--- src/rtl/imem_loader.sv ---
// imem_loader: framed byte-stream loader that writes 16-bit words into instruction RAM
module imem_loader #(
  parameter int WIDTH = 16,
  parameter int RAM_ADDR_BITS = 6
) (
  input  logic                     clk,
  input  logic                     rst_n,
  input  logic [7:0]               rx_data,
  input  logic                     rx_valid,
  output logic                     rx_ready,
  output logic                     we,
  output logic [RAM_ADDR_BITS-1:0] wadr,
  output logic [WIDTH-1:0]         wdata,
  output logic                     cpu_hold,
  output logic                     done,
  output logic                     error,
  output logic [RAM_ADDR_BITS:0]   word_count
);
  typedef enum logic [2:0] {IDLE, LEN, HI, LO, WRITE, CHK, DONE, ERR} state_t;
  localparam logic [RAM_ADDR_BITS:0] ONE = (RAM_ADDR_BITS+1)'(1);
  state_t                 state;
  logic [7:0]             hi;
  logic [7:0]             chk;
  logic [RAM_ADDR_BITS:0] n;
  logic                   accept;
  logic                   last;
  assign rx_ready = rst_n && state != WRITE;
  assign accept   = rx_valid && rx_ready;
  assign last     = word_count + ONE == n;
  // frame sequencing, word assembly, RAM write pulse and sticky status
  always_ff @(posedge clk) begin
    if (!rst_n) begin
      state      <= IDLE;
      we         <= 1'b0;
      wadr       <= '0;
      wdata      <= '0;
      cpu_hold   <= 1'b0;
      done       <= 1'b0;
      error      <= 1'b0;
      word_count <= '0;
      hi         <= '0;
      chk        <= '0;
      n          <= '0;
    end else begin
      we <= 1'b0;
      case (state)
        IDLE, DONE, ERR: if (accept && rx_data == 8'hA5) begin
          state      <= LEN;
          cpu_hold   <= 1'b1;
          done       <= 1'b0;
          error      <= 1'b0;
          word_count <= '0;
          wadr       <= '0;
          chk        <= '0;
        end
        LEN: if (accept) begin
          if (rx_data == 8'h00 || int'(rx_data) > (1 << RAM_ADDR_BITS)) begin
            state <= ERR;
            error <= 1'b1;
          end else begin
            n     <= rx_data[RAM_ADDR_BITS:0];
            chk   <= rx_data;
            state <= HI;
          end
        end
        HI: if (accept) begin
          hi    <= rx_data;
          chk   <= chk ^ rx_data;
          state <= LO;
        end
        LO: if (accept) begin
          we    <= 1'b1;
          wdata <= WIDTH'({hi, rx_data});
          chk   <= chk ^ rx_data;
          state <= WRITE;
        end
        WRITE: begin
          word_count <= word_count + ONE;
          wadr       <= last ? wadr : wadr + 1'b1;
          state      <= last ? CHK : HI;
        end
        CHK: if (accept) begin
          done     <= rx_data == chk;
          error    <= rx_data != chk;
          cpu_hold <= rx_data != chk;
          state    <= rx_data == chk ? DONE : ERR;
        end
      endcase
    end
  end
endmodule

--- config.mk ---
export PLATFORM = sky130hd
export DESIGN_NAME = imem_loader
export DESIGN_NICKNAME = d
export VERILOG_FILES = /design/src/rtl/imem_loader.sv
export SDC_FILE = /design/constraint.sdc
export NUM_CORES = 1
export LEC_CHECK = 0
export CORE_MARGIN = 5
export CORE_UTILIZATION = 30
export CTS_CLUSTER_DIAMETER = 30
export CTS_CLUSTER_SIZE = 28
export DETAILED_ROUTE_END_ITERATION = 10
export RECOVER_POWER = 100
export SLEW_MARGIN = 20
export SYNTH_ARGS = -nofsm -noshare
export SYNTH_HDL_FRONTEND = slang
export SYNTH_SLANG_ARGS = --single-unit
--- constraint.sdc ---
create_clock -name clk -period 2.7 [get_ports clk]
set_clock_uncertainty 0.1 [all_clocks]
set_input_delay 0.405 -clock clk [delete_from_list [all_inputs] [get_ports clk]]
set_output_delay 0.405 -clock clk [all_outputs]
set_load 0.02 [all_outputs]
# After elaboration in Yosys (flattened, before gate mapping)
# Cells that the tools add are included.
# totals
ff_bits	59
input_bits	11
# op_classes
n_addsub	2
n_lt_le_gt_ge	1
eq_ne	21
muxes	29
n_bitwise	2
reduce_logical	22
# op_table
cell	n
2-to-1 mux 8 bit	4
case mux 8 bit (3 select lines)	1
2-to-1 mux 3 bit	7
case mux 3 bit (6 select lines)	1
!= test 2 bit, second input constant	8
AND reduction 5 bit	3
case mux 7 bit (2 select lines)	1
== test 3 bit, second input constant	4
2-to-1 mux 6 bit	2
case mux 6 bit (2 select lines)	1
AND reduction 3 bit	3
== test 8 bit	1
== test 8 bit, second input constant	1
> comparator 8 x 7 -> 1 bit, second input constant	1
logical NOT 8 bit	1
2-to-1 mux 1 bit	8
!= test 8 bit	1
AND reduction 2 bit	4
bitwise XOR 8 bit	1
adder 7 x 1 -> 7 bit, second input constant	1
== test 7 bit	1
2-to-1 mux 7 bit	1
adder 6 x 1 -> 6 bit, second input constant	1
== test 3 x 2 -> 1 bit, second input constant	2
13 further kinds	18

# Logic depth before layout (Yosys ltp)
# logic_depth
depth_word	6
mapped_depth	10

# Worst setup path after synthesis
# Ideal clock, no wire load.
# synth_path
path_type	reg-to-reg
start	register word_count[0]
end	register wadr[2]
setup_ns	0.067
arrival_ns	2.194
slack_ns	0.339
path_stages_with_launch	8
n_path_buf	0
period_less_slack_ns	2.361
cell_sequence	dfxtp_1 -> ha_1 -> nand3_2 -> or3_1 -> a2111oi_2 -> a21oi_2 -> a21o_1 -> a21oi_2
# synth_between
elab_chain_cells	4
# synth_rtl
element	line_no	rtl
start, declared	17	output logic [RAM_ADDR_BITS:0] word_count
start signal, assigned	78	word_count <= word_count + ONE;
adder 7 x 1 -> 7 bit	29	assign last = word_count + ONE == n;
== test 7 bit	29	
!= test 2 bit (no line)	-	
AND reduction 3 bit (no line)	-	
end signal, assigned	79	wadr <= last ? wadr : wadr + 1'b1;
end, declared	12	output logic [RAM_ADDR_BITS-1:0] wadr,
# Every way passes these cells.
# A chain may end at the register's enable or synchronous reset.

# Final worst setup path
# layout_path
start	input port rx_valid
end	register hi[0]
# layout_between
elab_chain_cells	2
# layout_rtl
element	line_no	rtl
start, declared	9	input logic rx_valid,
logical AND 1 bit	28	assign accept = rx_valid && rx_ready;
AND reduction 2 bit (no line)	-	
end signal, assigned	67	hi <= rx_data;
end, declared	22	logic [7:0] hi;
# Every way passes these cells.

==> flow_summary_export.csv <==
group,metric,value,unit
power_and_ir_drop,p_leak,1.41,nW
global_route,grt_overflow,0,
cts,clk_path_buf_depth,2,
die,num_rows,36,
detailed_routing,viasPerCell,4.85,
placement,dp_hpwl,5.60,mm
die,ios,45,
die,die_h,110,um
logic_synthesis,postSynthAreaPerCell,7.90,um2
sta,tightest_slew,0.847,ns
cts,clkTransAtPathRegs,0.07,ns
sta,slew_headroom,43.1,%
global_route,grt_pass1_wl,13.2,mm
logic_synthesis,synthCells,381,
worst_setup_path,startpoint_type,"input port",
job,drv_cap,0,
logic_synthesis,synthFlopType,"dfxtp_1",
cells_and_area,layout-area-overhead-vs-synth,27.9,%
logic_synthesis,ys_warn_count,0,
cells_and_area,n_antenna_cell,0,
sta,slew_violations,0,
die,coreArea,0.00977,mm2
logic_synthesis,postSynth.asyncResetShare,0,%
cells_and_area,layout-drive-gt1-share,10.6,%
logic_synthesis,synth.distinct_cells,49,
cells_and_area,layout_common_cells,"66 x nand2_1, 59 x dfxtp_1, 43 x o21ai_0",
die,die_w,110,um
worst_setup_path,critPathRequiredTime,2.84,ns
global_route,grt_antenna_before_repair,0,
global_route,grt_use_total,13.8,%
die,start_util,30.8,%
sta,clock.fmax,405,MHz
hold_path,hp-class,"flop to flop",
detailed_routing,ant_nets,0,
placement,gp_congestion,0.825,
detailed_routing,first_pass_iters,5,
outcome,status,"complete, no violations",
cts,cts_inserted_buffers,9,
worst_setup_path,end_kind,"flop",
logic_synthesis,seq_area_frac_synth,39.3,%
cts,cts_setup_buffers,0,
cells_and_area,seq_area,0.00118,mm2
worst_setup_path,critPathKind,"input port to flop",
power_and_ir_drop,powerDensity,486,mW/mm2
logic_synthesis,mappedNetlistArea,0.00301,mm2
sta,fin_setup_tns,0,ns
logic_synthesis,ys_ff_latch,59,
detailed_routing,num_vias,2743,
cells_and_area,fill_cells,1010,
sta,setup_viol,0,
sta,layout_setup_ws,0.233,ns
cts,cts_tree,"done",
die,dieArea,0.0121,mm2
global_route,grt_max_degree,41,
cts,root_buffer,"clkbuf_8",
cts,htreeDepth,3,
logic_synthesis,syn-num-nets,394,
cts,hold_buffers,0,
global_route,grt_pass1_vias,2586,
detailed_routing,wire_per_inst,14.0,um
placement,dp_slack,0.0302,ns
sta,finalCritPeriodShare,91.4,%
detailed_routing,drc,0,
placement,io_buffer_count,44,
sta,final.min_clock_period,2.47,ns
detailed_routing,wirelength,7.92,mm
detailed_routing,initialDrtViolationCount,135,
sta,rsz0062_at_grt,"false",
power_and_ir_drop,vdd_ir_drop_max,0.319,mV
cells_and_area,final_common_cell,"nand2_1",
cts,clkSinkCount,59,
sta,hold_viol,0,
cts,ctsResizeCount,0,
worst_setup_path,crit_fanout,8,
logic_synthesis,synth_edf_count,0,
cts,clkLatencyLatePin,0.34,ns
cells_and_area,multiInputGateArea,0.00169,mm2
worst_setup_path,cp.arrival,2.60,ns
cells_and_area,final_nets,440,
[Yosys cell counts, drive strengths merged, types with 2 or more instances]
cell,n,area (um2)
nand4,6,37.5
a21oi,10,61.3
and3b,2,17.5
a31oi,8,50.1
o211ai,11,82.6
xnor2,13,114
a21boi,18,135
a21o,3,22.5
dfxtp,59,1180
nand2,66,248
or2,3,18.8
and3,2,12.5
nor2,21,81.3
ha,2,25.0
o21ai,44,220
clkbuf,23,86.3
nand3,20,105
inv,3,11.3
xor2,2,17.5
and2,5,32.5
or3,4,26.3
nand3b,2,15.0
nand2b,8,50.1
nor2b,12,75.1
mux2i,10,100
buf,5,25.0
nor3,4,25.0
[cell families (layout without fill, tap and decap cells)]
group                      after synthesis  after routing  share of synthesized area [%]
xor gates and xnor gates                15             15                           4.37
adders and majority gates                2              2                          0.831
buffers and inverters                   32             83                           4.20
muxes                                   10             10                           3.33
and+or+nand+nor                        160            160                           26.1
AOI/OAI and AO/OA                      103            103                           22.0
DFF                                     59             59                           39.3
[layer usage]
layer	vias up	part of all wire [%]	GRT usage [%]
met5	-	0	0
met4	0	1.2	3.96
met1	1249	49	19.1
met2	64	45	21.0
met3	8	4.9	4.14
li1	1422	-	-
[registers in the layout, indices dropped and copies added (netlist names)]
signal,cells
chk,8
cpu_hold,1
done,1
error,1
hi,8
n,7
state,3
wadr,6
wdata,16
we,1
word_count,7
[through the flow]
step | hold WS (ns) | util, % | instances | area (um2) | power [W]
finish | 0.364 | 39.4 | 565 | 3850 | 0.00187
global route | 0.385 | 39.4 | 565 | 3850 | 0.00195
CTS | 0.370 | 39.6 | 565 | 3870 | 0.00190
detailed placement | 0.358 | 37.3 | 549 | 3640 | 0.000981
global placement | 0.354 | 37.3 | 549 | 3640 | 0.000981
floorplan | 0.340 | - | 381 | 3010 | 0.000940
[power by group]
part / switching, W / internal, W / total [W] / leakage (nW)
registers: 0.0000000819 / 0.000870 / 0.000870 / 0.475
clock network: 0.000386 / 0.000525 / 0.000911 / 0.106
logic: 0.0000517 / 0.0000380 / 0.0000897 / 0.830
total: 0.000438 / 0.00143 / 0.00187 / 1.41
[worst max-delay path: stages]
cell           delay [ns]
dlygate4sd3_1        0.66
and2_0               0.21
clkbuf_1             0.27
nand2_1              0.13
nor2_2               0.10
clkbuf_1             0.51
mux2i_1              0.25
nor2b_1              0.06
[worst paths after layout]
path	startpoint	endpoint	slack (ns)	depth (start not counted)
setup / recovery	rx_valid	hi[0]	0.23	8
hold / removal	wdata[3]	wdata[3]	0.36	2
setup reg to reg	word_count[1]	wadr[4]	0.24	7
hold reg to reg	wdata[3]	wdata[3]	0.36	2
[final cells by class]
class | count | area share [%]
timing repair buffer | 63 | 14.7
multi-input combinational | 290 | 44.0
clock inverter | 7 | 2.63
sequential | 59 | 30.7
clock buffer | 9 | 3.22
inverter | 4 | 0.390
tap | 133 | 4.32
Power figures use the tool's default switching activity.
